File: config.mk
export PLATFORM = sky130hd
export DESIGN_NAME = msb_serializer
export DESIGN_NICKNAME = d
export VERILOG_FILES = /design/src/rtl/msb_serializer_pkg.sv /design/src/rtl/msb_serializer.sv
export SDC_FILE = /design/constraint.sdc
export NUM_CORES = 1
export LEC_CHECK = 0
export CORE_UTILIZATION = 50
export DETAILED_ROUTE_END_ITERATION = 6
export GPL_TIMING_DRIVEN = 0
export PLACE_DENSITY_LB_ADDON = 0.1
export SLEW_MARGIN = 0
export SYNTH_ARGS = -nofsm -noshare
export SYNTH_HDL_FRONTEND = slang
export SYNTH_SLANG_ARGS = --single-unit
File: constraint.sdc
create_clock -name clk -period 3.1 [get_ports clk]
set_input_delay 0.62 -clock clk [delete_from_list [all_inputs] [get_ports clk]]
set_output_delay 0.62 -clock clk [all_outputs]
set_load 0.01 [all_outputs]
File: src/rtl/msb_serializer_pkg.sv
// Shared types and constants for the MSB-first word serializer.
package msb_serializer_pkg;

   localparam int unsigned SER_W_DEFAULT = 8;

   typedef enum logic {
      IDLE  = 1'b0,
      SHIFT = 1'b1
   } state_t;

endpackage

File: src/rtl/msb_serializer.sv
// MSB-first serializer feeding a bit-serial downstream checker via ser_din/ser_rstn.
// Define SER_LEN_EN to add the in_len port (per-word length, 0 or >W means W).
module msb_serializer
   import msb_serializer_pkg::*;
#(
   parameter int unsigned W = SER_W_DEFAULT
) (
   input  logic                   clk,
   input  logic                   resetn,
   input  logic                   in_valid,
   output logic                   in_ready,
   input  logic [W-1:0]           in_data,
`ifdef SER_LEN_EN
   input  logic [$clog2(W+1)-1:0] in_len,
`endif
   output logic                   ser_din,
   output logic                   ser_rstn,
   output logic                   word_done
);

   localparam int unsigned CW = $clog2(W+1);

   state_t        state_q, state_d;
   logic [W-1:0]  sh_q, sh_d;
   logic [CW-1:0] cnt_q, cnt_d;
   logic          done_q, done_d;
   logic [CW-1:0] len_eff_c;

`ifdef SER_LEN_EN
   always_comb begin
      len_eff_c = in_len;
      if (in_len == '0 || 32'(in_len) > W) len_eff_c = CW'(W);
   end
`else
   assign len_eff_c = CW'(W);
`endif

   // Word is left-aligned on load so bit L-1 leaves first and zeros fill behind,
   // leaving the register clear (ser_din=0) once the last bit has gone out.
   always_comb begin
      state_d = state_q;
      sh_d    = sh_q;
      cnt_d   = cnt_q;
      done_d  = 1'b0;
      case (state_q)
         IDLE: begin
            if (in_valid) begin
               state_d = SHIFT;
               sh_d    = in_data << (CW'(W) - len_eff_c);
               cnt_d   = len_eff_c;
            end
         end
         SHIFT: begin
            sh_d  = {sh_q[W-2:0], 1'b0};
            cnt_d = cnt_q - CW'(1);
            if (cnt_q == CW'(1)) begin
               state_d = IDLE;
               done_d  = 1'b1;
            end
         end
      endcase
   end

   always_ff @(posedge clk) begin
      if (!resetn) begin
         state_q <= IDLE;
         sh_q    <= '0;
         cnt_q   <= '0;
         done_q  <= 1'b0;
      end else begin
         state_q <= state_d;
         sh_q    <= sh_d;
         cnt_q   <= cnt_d;
         done_q  <= done_d;
      end
   end

   // Downstream is held in clear whenever no data bit is on ser_din.
   assign in_ready  = (state_q == IDLE);
   assign ser_rstn  = (state_q == SHIFT);
   assign ser_din   = sh_q[W-1];
   assign word_done = done_q;

endmodule

# Word level (Yosys, flattened, before mapping)

Index checks and enable logic that the tools add are counted.

$add $sub $neg: 1
Equal/unequal tests: 2
Mux-type cells: 8
Bitwise gates (word level): 1
Reductions and logical operators: 1

Operators by type and width:

| kind                  | number |
|---|---|
| $pmux W8 S2           | 1 |
| $mux W8               | 1 |
| $pmux W4 S2           | 1 |
| $eq A4 B1 Y1 const B  | 1 |
| $mux W4               | 1 |
| $sub A4 B1 Y4 const B | 1 |
| $mux W1               | 3 |
| $ne A2 B2 Y1 const B  | 1 |
| $pmux W1 S2           | 1 |
| $reduce_and A2 Y1     | 1 |
| $not A1 Y1            | 1 |

Bits in registers: 14
Input port bits: 11
Output and inout port bits: 4

# Longest topological paths before layout

Gate-level depths: netlist of the first run.

Word-level depth: 3
Gate-level depth with buffers: 5
Mapped depth without buffers: 5

# Worst setup path before layout of the first run

Ideal clock, no wire load.

Kind: reg-to-output
Start point: reg state_q (netlist: ser_rstn)
End point: out in_ready
Arrival time: 0.706 ns
Data required time: 2.480 ns
Setup slack: 1.774 ns
Stages on the path, launching flop included: 4
Buffers on the path: 2
Cell sequence: dfxtp_1 -> buf_6 -> inv_4 -> buf_6

Longest elaborated chain between the ends: 1

RTL lines:

| element                | line                 | source |
|---|---|---|
| from (decl)            | msb_serializer.sv:23 | `state_t state_q, state_d;` |
| from (signal assigned) | msb_serializer.sv:71 | `state_q <= state_d;` |
| $not A1 Y1             | --                   |  |
| to (decl)              | msb_serializer.sv:11 | `output logic in_ready,` |

No other way between the ends.

# Worst setup path after layout of the first run

Ends and elaborated chain as after synthesis.

==> flow_metrics.tcl, run 1 <==
set metrics [dict create \
    switchingPower_uw 104.2 \
    ctsHtreeMaxLevel 1 \
    die_w_microns 38.49 \
    path_class "flop to output port" \
    ant_nets 0 \
    core_area_sq_mm 0.001171 \
    drcViolationCount 0 \
    worst_slew_pin_slew_ps 238.6 \
    hold_path.class "flop to flop" \
    die-area_sq_mm 0.001481 \
    numCtsBuffers 3 \
    rr_startpoint "cnt_q[0]" \
    cts_tree "done" \
    peakVddDrop_uv 278.5 \
    clk_latency_ps 280 \
    crit_path_end_kind "output port" \
    yosys.area.top_type "dfxtp_1" \
    grt_pass1_vias 512 \
    syn_to_final_growth_pct 29.14 \
    p_int_uw 312.9 \
    skew_ps 1.588 \
    ctsHoldBuffers 0 \
    crit_fanout 10 \
    instances_no_fill 96 \
    combPwrFrac_pct 19.6 \
    slew_headroom_pct 83.97 \
    firstDrtPassIters 4 \
    status "finished, final reports clean" \
    fp.dieH_microns 38.49 \
    p_sw_share_pct 24.99 \
    ys_warn_count 0 \
    wl_microns 1221 \
    drtIter0Drc 7 \
    antenna_found_initial 0 \
    fin_util_pct 73.40 \
    grt_pass1_wl_microns 2063 \
    holdCritStartpoint "sh_q[5]" \
    syn_nets 77 \
    slew_violations 0 \
    clock.fmax_mhz 463.5 \
    dp_slack_ps 1250 \
    final.fill_count 92 \
    period_share_pct 69.59 \
    p_leak_uw 0.0004258 \
    hold_ws_ps 505.8 \
    diodes 0 \
    setup_viol 0 \
    post_drt_wl_per_cell_microns 12.72 \
    top_level_ports 15 \
    nets 96 \
    initial_core_util_pct 56.84 \
    netlist_area_sq_um 665.6 \
    yosys.cell_types.count 23 \
    clk_pin_slew_ps 90 \
    num_vias 517 \
    cp-startpoint "ser_rstn" \
    yosys-top-cells-area "dfxtp_1 (42%), mux2i_1 (12%), o211a_1 (12%)" \
    ys_seq_area_share_pct 42.11 \
    cts-root-buf "clkbuf_4" \
    clock_sinks 14 \
    synth_cells 64 \
    post-place-cells 92 \
    max_cap_violations 0 \
    finalWorstSetupSlack_ps 942.7 \
    rows 12 \
    portBuffers 14 \
    hold_viol 0 \
    period_minus_slack_ps 2157 \
    avgSynthCellArea_sq_um 10.40 \
    drive_gt1_share_pct 13.41 \
    cp.arrival_ps 1540 \
    grt_max_degree 11 \
    synth_top_area_share_pct 42.11 \
    power_density_mw_per_mm2 485.3 \
    power_frac_clock_pct 31.6 \
    worstSetupStartpointType "flop" \
    ctsLongestPathBuffers 2 \
    cts_resized 0 \
    pwr-share-seq_pct 48.9 \
    required_ps 2480 \
    rsz0062_at_grt "no" \
    routabilityCongestion 0.7517 \
    post_cts_buffers 0 \
    synth_seq_cells 14 \
    tns_ps 0 \
    avgViaCountPerCell 5.385 \
    grt_use_total_pct 21.21 \
    overflow 0 \
    place_hpwl_microns 855.8 \
]
-- cell usage after synthesis --
| master | count |
|---|---|
| a21boi_0 | 1 |
| a31oi_1 | 1 |
| and3_1 | 1 |
| and4_1 | 1 |
| buf_2 | 1 |
| buf_6 | 3 |
| dfxtp_1 | 14 |
| ha_1 | 2 |
| inv_1 | 2 |
| inv_4 | 1 |
| mux2_2 | 1 |
| mux2i_1 | 8 |
| nand2_1 | 7 |
| nand3_1 | 1 |
| nand3b_1 | 1 |
| nor2_1 | 2 |
| nor2_4 | 1 |
| nor2b_1 | 2 |
| nor3_1 | 2 |
| o211a_1 | 8 |
| o21a_1 | 1 |
| o21ai_0 | 2 |
| o21ba_1 | 1 |
-- sequential cells by signal (all words and copies together), names as in the netlist --
register   flops
sh_q           8
word_done      1
ser_rstn       1
cnt_q          4
-- power groups by stage --
stage / clock, uW / sequential, uW / combinational, uW
after CTS: 135 / 204 / 82.9
after floorplan: 0 / 207 / 51.9
after global placement: 0 / 208 / 79.8
final: 132 / 204 / 81.6
after global routing: 141 / 206 / 91.4
after detailed placement: 0 / 208 / 81.5
-- critical path, cell delays in order, from the launching register on --
cell and delay (ps):
dfxtp_1 330, buf_6 140, inv_4 100, buf_6 150
clkdlybuf4s50_1 540
-- layout make-up --
type | instances | area [sq um] | share of cell area, %
timing repair buffer | 14 | 140.1 | 16.30
clock buffer | 4 | 36.28 | 4.221
tap | 14 | 17.52 | 2.038
multi-input combinational | 43 | 332.8 | 38.72
buffer | 4 | 38.79 | 4.512
inverter | 3 | 13.76 | 1.601
sequential | 14 | 280.3 | 32.61
-- per-stage QoR --
| step | total power [uW] | instance area [sq um] |
|---|---|---|
| 3_3_place_gp | 287.4 | 823.3 |
| 6_report | 417.1 | 859.6 |
| 4_1_cts | 421.5 | 859.6 |
| 3_5_place_dp | 289.6 | 823.3 |
| 5_1_grt | 438.2 | 859.6 |
| 2_1_floorplan | 258.9 | 665.6 |
-- placed cells by master (no fill, tap or decap) --
master and instances:
ha_1 2, o21a_1 1, clkdlybuf4s50_1 14, nand2_1 7, mux2i_1 8, o21ba_1 1
inv_4 1, and4_1 1, nor2_4 1, nand3_1 1, clkbuf_8 1, clkbuf_4 3
nand3b_1 1, inv_1 2, o21ai_0 2, dfxtp_1 14, buf_2 1, nor3_1 2
a21boi_0 1, and3_1 1, a31oi_1 1, mux2_2 1, o211a_1 8, buf_6 3
nor2b_1 2, nor2_1 2
-- cell families (layout without fill, tap and decap cells) --
kind of cell,count (synthesis),after routing,synth area share (%)
AOI/OAI and AO/OA,14,14,18.24
adders and majority gates,2,2,3.759
and+or+nand+nor,18,18,14.29
buffers and inverters,7,25,7.895
DFF,14,14,42.11
muxes,9,9,13.72
-- metal layers --
metal	vias to the layer above	global-route usage, %	share of wire (%)
met5	-	0	0
met4	0	12.93	2.4
met3	5	5.233	5.2
met2	13	35.83	47
met1	236	23.47	45
li1	263	-	-
-- final timing paths --
check                                end  depth (start not counted)  slack [ps]
worst max-delay path            in_ready                          4         940
worst min-delay path             sh_q[6]                          1         510
worst max register to register  cnt_q[2]                          5        2000
worst min register to register   sh_q[6]                          1         510
Power figures use the tool's default switching activity.
==> inputs of run 2 (changes only) <==
--- a/config.mk
+++ b/config.mk
@@ -5,7 +5,7 @@
 export SDC_FILE = /design/constraint.sdc
 export NUM_CORES = 1
 export LEC_CHECK = 0
-export CORE_UTILIZATION = 50
+export CORE_UTILIZATION = 42
 export DETAILED_ROUTE_END_ITERATION = 6
 export GPL_TIMING_DRIVEN = 0
 export PLACE_DENSITY_LB_ADDON = 0.1
==> constraint.sdc (replaced) <==
create_clock -name clk -period 1.84 [get_ports clk]
set_input_delay 0.368 -clock clk [delete_from_list [all_inputs] [get_ports clk]]
set_output_delay 0.368 -clock clk [all_outputs]
set_load 0.01 [all_outputs]
==> run 2 against run 1 <==
Global-route usage down 6.4 points. Non-clock buffer count stayed put. Utilization shrank 16 points. First-iteration DRC count is 86% lower. Die area is 18% higher. Via count down 3.1%. Critical path depth unchanged. Critical path type unchanged. Combinational power rose by 64%. Register-to-register slack got worse by 1200 ps. Count of clock-buffer cells in the layout stayed put. Clock power rose by 63%. Largest cell class unchanged. Highest routed layer unchanged. Clock skew grew 3.4 ps.
==> flow_metrics.tcl, run 2 (synthesis gave the netlist of run 1 again) <==
set metrics [dict create \
    worstSetupStartpointType "flop" \
    mostFrequentLayoutCells "dfxtp_1 (14), clkdlybuf4s50_1 (13), o211a_1 (8), mux2i_1 (8), nand2_1 (7)" \
    cp.arrival_ps 1260 \
    holdCritStartpoint "sh_q[4]" \
    drtIter0Drc 1 \
    slowest_delay_ps 350 \
    grt_use_total_pct 14.80 \
    crit_path_end_kind "output port" \
    slew_headroom_pct 84.45 \
    worst_slew_pin_slew_ps 231.5 \
    nets 96 \
    holdPathEnd "sh_q[5]" \
    p_leak_uw 0.0004259 \
    rows 14 \
    holdPathStages 1 \
    crit_fanout 10 \
    stdcell_area_sq_um 860.8 \
    clk_pin_slew_ps 80 \
    rr_startpoint "cnt_q[0]" \
    finalWorstSetupSlack_ps 211.2 \
    grt_pass1_vias 478 \
    reg_top3 "sh_q: 8 flops, cnt_q: 4 flops" \
    place_area_sq_um 825.8 \
    overflow 0 \
    syn_to_final_growth_pct 29.32 \
    required_ps 1470 \
    r2r_cells 5 \
    period_minus_slack_ps 1629 \
    setup_viol 0 \
    numCtsBuffers 3 \
    path_class "flop to output port" \
    ctsHtreeMaxLevel 1 \
    cts_tree "done" \
    ctsLongestPathBuffers 2 \
    num_vias 501 \
    cp_num_cells 4 \
    skew_ps 4.953 \
    peakVddDrop_uv 466.7 \
    clock_sinks 14 \
    drcViolationCount 0 \
    largest_register_ffs 8 \
    max_cap_violations 0 \
    antenna_found_initial 0 \
    reg2reg_to "cnt_q[2]" \
    slew_violations 0 \
    dp_slack_ps 250.4 \
    clk_latency_ps 270 \
    post_drt_wl_per_cell_microns 11.15 \
    grt_pass1_wl_microns 1959 \
    cp_slowest_cell "dfxtp_1" \
    ctsHoldBuffers 0 \
    crit_path_cell_trace "buf_6 > inv_4 > buf_6 > dlygate4sd2_1" \
    hold_viol 0 \
    cts-root-buf "clkbuf_4" \
    firstDrtPassIters 2 \
    cp_top_family "buffers and inverters" \
    top_register "sh_q" \
    ant_nets 0 \
    avgViaCountPerCell 5.112 \
    clock.fmax_mhz 614.0 \
    fp.dieH_microns 41.81 \
    power_uw 691.0 \
    rsz0062_at_grt "no" \
    core_area_sq_mm 0.001489 \
    drive_gt1_share_pct 13.41 \
    period_share_pct 88.52 \
    worst_path_most_repeated_cell "buf_6" \
    grt_max_degree 11 \
    status "finished, final reports clean" \
    portBuffers 14 \
    die-area_sq_mm 0.001748 \
    die_w_microns 41.81 \
    power_density_mw_per_mm2 802.7 \
    wl_microns 1093 \
    final_common_cell "dfxtp_1" \
    hold_ws_ps 503.1 \
    initial_core_util_pct 44.71 \
    ff2ff_setup_slack_ps 770 \
    diodes 0 \
    top_level_ports 15 \
    cp_num_buf_inv 4 \
    routabilityCongestion 0.7103 \
    tns_ps 0 \
    hold_path.class "flop to flop" \
]
[run 2: cell type report]
type / instances / area, sq um
fill: 131 / 628.1
tap: 16 / 20.02
buffer: 4 / 38.79
timing repair buffer: 14 / 138.9
sequential: 14 / 280.3
inverter: 3 / 13.76
clock buffer: 4 / 36.28
multi-input combinational: 43 / 332.8
[run 2: worst reg2reg max path, stage by stage, from the launching register on]
cell and delay [ps]:
dfxtp_1 400, inv_1 60, ha_1 210, nor2b_1 100, o21ai_0 70, a21boi_0 160
[run 2: power by group]
group	internal, uW	switching (uW)
logic	77.2	56.9
registers	328	14.3
clock network	120	94.5
total	525	166
[run 2: worst max path at each step]
stage	from	to
2_1_floorplan	ser_rstn	in_ready
3_3_place_gp	ser_rstn	in_ready
3_5_place_dp	ser_rstn	in_ready
4_1_cts	ser_rstn	in_ready
5_1_grt	ser_rstn	in_ready
6_report	ser_rstn	in_ready
[run 2: layer usage]
layer	vias to the layer above	share of wire, %	routed length, microns	GRT usage [%]
li1	262	-	-	-
met1	230	47	519	16.94
met2	7	48	527	23.75
met3	2	3.3	36	4.348
met4	0	0.82	9	9.677
met5	-	0	0	0
[run 2: per-stage QoR]
| step | utilization [%] | std cells |
|---|---|---|
| 6_report | 57.82 | 98 |
| 5_1_grt | 57.82 | 98 |
| 4_1_cts | 57.82 | 98 |
| 3_5_place_dp | 55.46 | 94 |
| 3_3_place_gp | 55.46 | 94 |
| 2_1_floorplan | - | 64 |
[run 2: what timing repair did]
item / CTS / global route
setup buffers: 0 / 0
resized for setup: 1 / 0
setup endpoints to repair: 1 / 0
